$ cat config.mk
export PLATFORM = sky130hd
export DESIGN_NAME = mem_port_arbiter
export DESIGN_NICKNAME = d
export VERILOG_FILES = /design/src/rtl/mem_port_arbiter_pkg.sv /design/src/rtl/mem_port_arbiter_rr_arbiter2.sv /design/src/rtl/mem_port_arbiter.sv
export SDC_FILE = /design/constraint.sdc
export NUM_CORES = 1
export LEC_CHECK = 0
export ABC_AREA = 1
export CAP_MARGIN = 20
export CORE_MARGIN = 1.5
export CORE_UTILIZATION = 37
export CTS_CLUSTER_DIAMETER = 80
export CTS_CLUSTER_SIZE = 40
export DETAILED_ROUTE_END_ITERATION = 8
export PLACE_DENSITY_LB_ADDON = 0.3
export RECOVER_POWER = 50
export SLEW_MARGIN = 15
export SYNTH_ARGS = -nofsm -noshare
export SYNTH_HDL_FRONTEND = slang
export SYNTH_SLANG_ARGS = --single-unit
$ cat constraint.sdc
create_clock -name clk -period 1.4 [get_ports clk]
set_clock_uncertainty 0.15 [all_clocks]
set_input_delay 0.35 -clock clk [delete_from_list [all_inputs] [get_ports clk]]
set_output_delay 0.35 -clock clk [all_outputs]
set_load 0.02 [all_outputs]
$ cat src/rtl/mem_port_arbiter_pkg.sv
// Shared encodings for the CPU/DMA memory port arbiter: FSM states, owner
// identifiers and the default memory latency.
package mem_port_arbiter_pkg;

    typedef enum logic [1:0] {
        ARB_IDLE   = 2'd0,
        ARB_ACCESS = 2'd1,
        ARB_RESP   = 2'd2
    } arb_state_e;

    localparam logic OWNER_CPU = 1'b0;
    localparam logic OWNER_DMA = 1'b1;

    localparam int DEFAULT_MEM_LATENCY = 2;

    // Access counter width; bounds MEM_LATENCY to 1..15.
    localparam int CNT_W = 4;

endpackage

$ cat src/rtl/mem_port_arbiter_rr_arbiter2.sv
// Two-way round-robin pick: a lone requester wins outright, a tie goes to
// whichever requester did not own the port last.
module rr_arbiter2
    import mem_port_arbiter_pkg::*;
(
    input  logic req0,
    input  logic req1,
    input  logic last_owner,
    output logic grant,
    output logic grant_valid
);

    always_comb begin
        grant_valid = req0 | req1;
        if (req0 && req1) begin
            grant = ~last_owner;
        end else if (req1) begin
            grant = OWNER_DMA;
        end else begin
            grant = OWNER_CPU;
        end
    end

endmodule

$ cat src/rtl/mem_port_arbiter.sv
// Shares one fixed-latency memory port between the CPU control path and the
// DMA/program loader: latch the winner, run the memory, pulse ready once.
module mem_port_arbiter
    import mem_port_arbiter_pkg::*;
#(
    parameter int ADDR_W      = 32,
    parameter int DATA_W      = 32,
    parameter int MEM_LATENCY = DEFAULT_MEM_LATENCY
) (
    input  logic              clk,
    input  logic              reset_n,

    input  logic              cpu_req,
    input  logic              cpu_we,
    input  logic [ADDR_W-1:0] cpu_addr,
    input  logic [DATA_W-1:0] cpu_wdata,
    output logic              cpu_ready,
    output logic [DATA_W-1:0] cpu_rdata,

    input  logic              dma_req,
    input  logic              dma_we,
    input  logic [ADDR_W-1:0] dma_addr,
    input  logic [DATA_W-1:0] dma_wdata,
    output logic              dma_ready,
    output logic [DATA_W-1:0] dma_rdata,

    output logic              mem_en,
    output logic              mem_we,
    output logic [ADDR_W-1:0] mem_addr,
    output logic [DATA_W-1:0] mem_wdata,
    input  logic [DATA_W-1:0] mem_rdata,

    output logic              busy,
    output logic              grant_dma
);

    localparam logic [CNT_W-1:0] CNT_LOAD = CNT_W'(MEM_LATENCY);
    localparam logic [CNT_W-1:0] CNT_LAST = CNT_W'(1);

    arb_state_e        state_q;
    logic [CNT_W-1:0]  cnt_q;
    logic [CNT_W-1:0]  cnt_d;
    logic              last_owner_q;
    logic              owner_q;
    logic              we_q;
    logic [ADDR_W-1:0] addr_q;
    logic [DATA_W-1:0] wdata_q;
    logic [DATA_W-1:0] rdata_q;
    logic [DATA_W-1:0] rdata_d;

    logic              mem_en_q;
    logic              mem_we_q;
    logic              busy_q;
    logic              grant_dma_q;
    logic              cpu_ready_q;
    logic              dma_ready_q;

    logic              pick_grant;
    logic              pick_valid;
    logic              sel_we_d;
    logic [ADDR_W-1:0] sel_addr_d;
    logic [DATA_W-1:0] sel_wdata_d;

    rr_arbiter2 u_rr_arbiter2 (
        .req0        (cpu_req),
        .req1        (dma_req),
        .last_owner  (last_owner_q),
        .grant       (pick_grant),
        .grant_valid (pick_valid)
    );

    // Request fields of whichever requester the arbiter is picking this cycle.
    assign sel_we_d    = (pick_grant == OWNER_DMA) ? dma_we    : cpu_we;
    assign sel_addr_d  = (pick_grant == OWNER_DMA) ? dma_addr  : cpu_addr;
    assign sel_wdata_d = (pick_grant == OWNER_DMA) ? dma_wdata : cpu_wdata;

    assign cnt_d   = cnt_q - CNT_LAST;
    // Writes keep the previous read data in the rdata register.
    assign rdata_d = we_q ? rdata_q : mem_rdata;

    always_ff @(posedge clk or negedge reset_n) begin
        if (!reset_n) begin
            state_q      <= ARB_IDLE;
            cnt_q        <= '0;
            last_owner_q <= OWNER_DMA;
            owner_q      <= OWNER_CPU;
            we_q         <= 1'b0;
            addr_q       <= '0;
            wdata_q      <= '0;
            rdata_q      <= '0;
            mem_en_q     <= 1'b0;
            mem_we_q     <= 1'b0;
            busy_q       <= 1'b0;
            grant_dma_q  <= 1'b0;
            cpu_ready_q  <= 1'b0;
            dma_ready_q  <= 1'b0;
        end else begin
            case (state_q)
                ARB_IDLE: begin
                    if (pick_valid) begin
                        owner_q     <= pick_grant;
                        we_q        <= sel_we_d;
                        addr_q      <= sel_addr_d;
                        wdata_q     <= sel_wdata_d;
                        cnt_q       <= CNT_LOAD;
                        mem_en_q    <= 1'b1;
                        mem_we_q    <= sel_we_d;
                        busy_q      <= 1'b1;
                        grant_dma_q <= pick_grant;
                        state_q     <= ARB_ACCESS;
                    end
                end
                ARB_ACCESS: begin
                    // The strobe lives only in the first ACCESS cycle.
                    cnt_q    <= cnt_d;
                    mem_en_q <= 1'b0;
                    mem_we_q <= 1'b0;
                    if (cnt_q == CNT_LAST) begin
                        rdata_q     <= rdata_d;
                        cpu_ready_q <= (owner_q == OWNER_CPU);
                        dma_ready_q <= (owner_q == OWNER_DMA);
                        state_q     <= ARB_RESP;
                    end
                end
                ARB_RESP: begin
                    cpu_ready_q  <= 1'b0;
                    dma_ready_q  <= 1'b0;
                    busy_q       <= 1'b0;
                    last_owner_q <= owner_q;
                    grant_dma_q  <= owner_q;
                    state_q      <= ARB_IDLE;
                end
                default: begin
                    state_q <= ARB_IDLE;
                end
            endcase
        end
    end

    assign mem_en    = mem_en_q;
    assign mem_we    = mem_we_q;
    assign mem_addr  = addr_q;
    assign mem_wdata = wdata_q;
    assign busy      = busy_q;
    assign grant_dma = grant_dma_q;
    assign cpu_ready = cpu_ready_q;
    assign dma_ready = dma_ready_q;
    assign cpu_rdata = cpu_ready_q ? rdata_q : '0;
    assign dma_rdata = dma_ready_q ? rdata_q : '0;

endmodule

==> results list <==
* Relative slew slack: 0.553
- Remaining antenna violation count after routing: 0
* Setup CP Type: flop to primary output
- Proportion of synthesized chip area in sequential cells: 0.460
* Die outline height: 131 µm
* Final std cell area, no fill: 12700 µm²
- Average footprint of a synthesized cell: 7.12 µm²
* Cells after Synth: 849
- For this design the static power due to leakage is 6.58 nW.
- In this run the cell area of the synthesized design comes to 6050 µm².
- Wires add up to 27.7 mm.
- Dividing total power by cell area gives a power density of 2250 nW/µm².
- Antenna diodes: 0
- Critical-path cell list: buf_12, nand2_1, inv_2, buf_4
- Result of the run: finished, violations left
* Max clock buf depth: 2
- Clock tree root buffer cell: clkbuf_16
- GR Overflow Total: 0
* Number of setup violations in the final report: 221
- In this run the worst path has a maximum fanout of 20.
* Sum of negative setup slack: -39.56 ns
- For this run, the number of standard cells in the final layout without fillers is 1499.
- Relative to the synthesized area, the layout overhead comes to 110%.
- For this design the top-level I/O count stands at 300.
- Post-layout util: 0.796
- Placed cells: 1363
* Violated checks: negative setup slack
- At the pin with the least slew margin, the transition time is 0.671 ns.
- Effective utilization at floorplan: 0.379
- Of the total synthesized cell area, the portion taken by XOR and XNOR cells is 0.
- Insertion delay of the later-clocked pin in the worst-skew pair: 0.36 ns
- The tightest min-delay check is of the flop to flop type.
- The initial antenna violation count is 0.
- Max Clk Rate: 567 MHz
* Die outline area: 17100 µm²
* Layout filler cell count: 926
- Final weighted congestion in routability-driven placement: 0.861
* Maximum vdd ir drop: 0.00140 V
- By area the synthesized netlist is led by dfrtp_1 (46%), nand2_1 (22%), nand3_1 (8.8%).
* Global-route wire length before repair: 35.9 mm
- The largest individual stage delay along the critical path comes from the cell dfrtp_2.
- Vias in the first global route: 6800
- Counting flops with a built-in enable in the synthesized netlist gives 0.
* Mux cell area share after synthesis: 0
- Critical path capture point type: primary output
* Clock transition at the registers of the reported paths: 0.07 ns
- Pin count of the biggest net entering global routing: 34
* Mean number of vias per cell: 5.04
* NumNets Final: 1446
- Number of clock sinks: 111
* Max-slew violation total from the final report: 0
- Fraction of the cycle the final worst path needs: 1.26
* Core area: 15900 µm²
* Met1 Wirelength: 10.1 mm
* Number of CTS-inserted buffers: 9
- After the first detailed-routing iteration, the DRC count stood at 502.
- Met2 WL: 13.6 mm
* CP Launch Type: flop
- The floorplan has 46 rows.
* Aggregate global-route resource usage: 0.277
- Nets in the synthesized netlist: 1017
- Post-Place Setup Slack: -0.436 ns
* Uppermost routed layer: met4
* Met3 WL: 2.53 mm
* Count of vias placed by the detailed router: 7556
- Among all cell types in the netlist, the one instantiated most often is nand2_1.
- STA puts the critical path data arrival time at 1.26 ns.
* Portion of synthesized cell area occupied by the leading cell type: 0.455
- Main combinational cell family by area after synthesis: simple AND/OR/NAND/NOR gates
* Post-synthesis cell type count: 19
* Post-DR wirelength/cell: 18.5 µm
- IO Port Bufs: 299
* Most used flip-flop cell after synthesis: dfrtp_1
- Of all flip-flops after synthesis, the portion carrying an async set or reset was 1.00.
- The worst path in the final design needs a cycle of 1.76 ns, including I/O delays and setup.
- In this run the horizontal extent of the chip is 131 µm.
- For the worst setup path, the data required time is 0.90 ns.
- In the routed design, unresolved DRC markers number 0.
* Cell accounting for the most synthesized area: dfrtp_1
- Unrepaired setup endpoints after global routing: true
* Simple logic cell fraction of the synthesized area: 0.403
- The clock tree synthesis step divided the H-tree into 3 levels.
* Clock tree from TritonCTS: done
- CP max stage delay: 0.44 ns
* Final Hold Violating Endpoints: 0
* Arithmetic-cell share of the synthesized area counting full adders, half adders and majority gates: 0.00414
* Fraction of layout cells with a size suffix above 1: 0.476
* Post-route setup slack: -0.365 ns
- The synthesized design contains 111 register bits.
* Most frequent cells after synthesis: nand2_1 (356), inv_1 (137), dfrtp_1 (110), nand3_1 (106), nand3b_1 (65)
- Post-DP HPWL: 14.5 mm
* Number of max-capacitance violations reported: 0
- The share of the synthesized area in compound gates (AO/OA/AOI/OAI) was 0.00228.
- The first detailed-routing pass took 5 iterations.
* Cell Area, Placed: 9660 µm²
- During synthesis, Yosys emitted a total of 0 warnings.
-- registers in the layout (all words and copies together) (netlist names) --
register and count:
mem_we 1, mem_en 1, state_q 2, cpu_ready 1, grant_dma 1, cnt_q 4, busy 1, we_q 1
owner_q 1, mem_wdata 32, last_owner_q 1, dma_ready 1, rdata_q 32, mem_addr 32
-- report_power, final --
part / leakage, nW / switching, mW / internal (mW)
Clock: 0.165 / 1.22 / 1.72
Sequential: 1.34 / 1.71 / 4.86
Combinational: 5.07 / 9.37 / 9.62
-- path summary, 6_finish.rpt --
path                       depth (start not counted)  slack, ns                       end              startpoint
min in group asynchronous                          2       0.43   rdata_q[21]$_DFFE_PN0P_                 reset_n
setup reg to reg                                   9      -0.26  mem_addr[11]$_DFFE_PN0P_  state_q[1]$_DFFE_PN0P_
hold reg to reg                                    2       0.36    rdata_q[5]$_DFFE_PN0P_  rdata_q[5]$_DFFE_PN0P_
setup / recovery                                   4      -0.36              cpu_rdata[7]   cpu_ready$_DFFE_PN0P_
max in group asynchronous                          3       0.04  last_owner_q$_DFFE_PN1P_                 reset_n
hold / removal                                     2       0.36    rdata_q[5]$_DFFE_PN0P_  rdata_q[5]$_DFFE_PN0P_
-- stage by stage --
stage	total power [mW]	hold WS (ns)
global placement	18.1	0.125
detailed placement	18.3	0.128
global route	29.8	0.366
finish	28.5	0.361
floorplan	12.3	-0.0956
CTS	24.9	0.307
-- layout by cell type, fill, tap and decap left out, types with 34 or more instances in the layout --
| master | Yosys | layout |
|---|---|---|
| nand2_4 | 0 | 40 |
| inv_1 | 137 | 76 |
| inv_2 | 2 | 62 |
| buf_4 | 10 | 132 |
| buf_12 | 0 | 34 |
| nand3b_1 | 65 | 65 |
| nand3_1 | 106 | 42 |
| dfrtp_1 | 110 | 106 |
| nand2_2 | 2 | 105 |
| clkdlybuf4s50_1 | 0 | 162 |
| nand2_1 | 356 | 211 |
| buf_6 | 0 | 90 |
| nand3_2 | 0 | 60 |
-- final cells by class --
| class | instances | area (µm²) | area share |
|---|---|---|---|
| multi-input cells | 549 | 3520 | 0.278 |
| inverters | 139 | 527 | 0.0415 |
| clock buffers | 12 | 267 | 0.0210 |
| repair buffers | 468 | 5240 | 0.413 |
| well taps | 216 | 270 | 0.0213 |
| clock inverters | 4 | 76.3 | 0.00602 |
| flip-flops and latches | 111 | 2780 | 0.219 |
-- critical path: cells and delay by family, from the launching register on --
family | cells | cell delay (ns)
and+or+nand+nor | 1 | 0.11
DFF | 1 | 0.44
buffers and inverters | 3 | 0.35
-- metal layers --
layer  vias to the layer above  track usage
li1                       3438            -
met1                      3550        0.328
met2                       463        0.481
met3                       105       0.0757
met4                         0        0.108
met5                         -            0
-- timing repair --
item / 4_1_cts / 5_1_grt
endpoints found under the setup margin: 235 / 244
cloned: 26 / 6
pin swaps: 45 / 105
buffers inserted: 43 / 56
resized for setup: 826 / 233
hold buffers: 1 / 0
hold endpoints to repair: 14 / 0
-- kinds of logic after synthesis --
group	after synthesis
flops	111
compound gates	2
fa+ha+maj	2
simple gates	542
buf+inv	192
(Power assumes the default switching activity.)
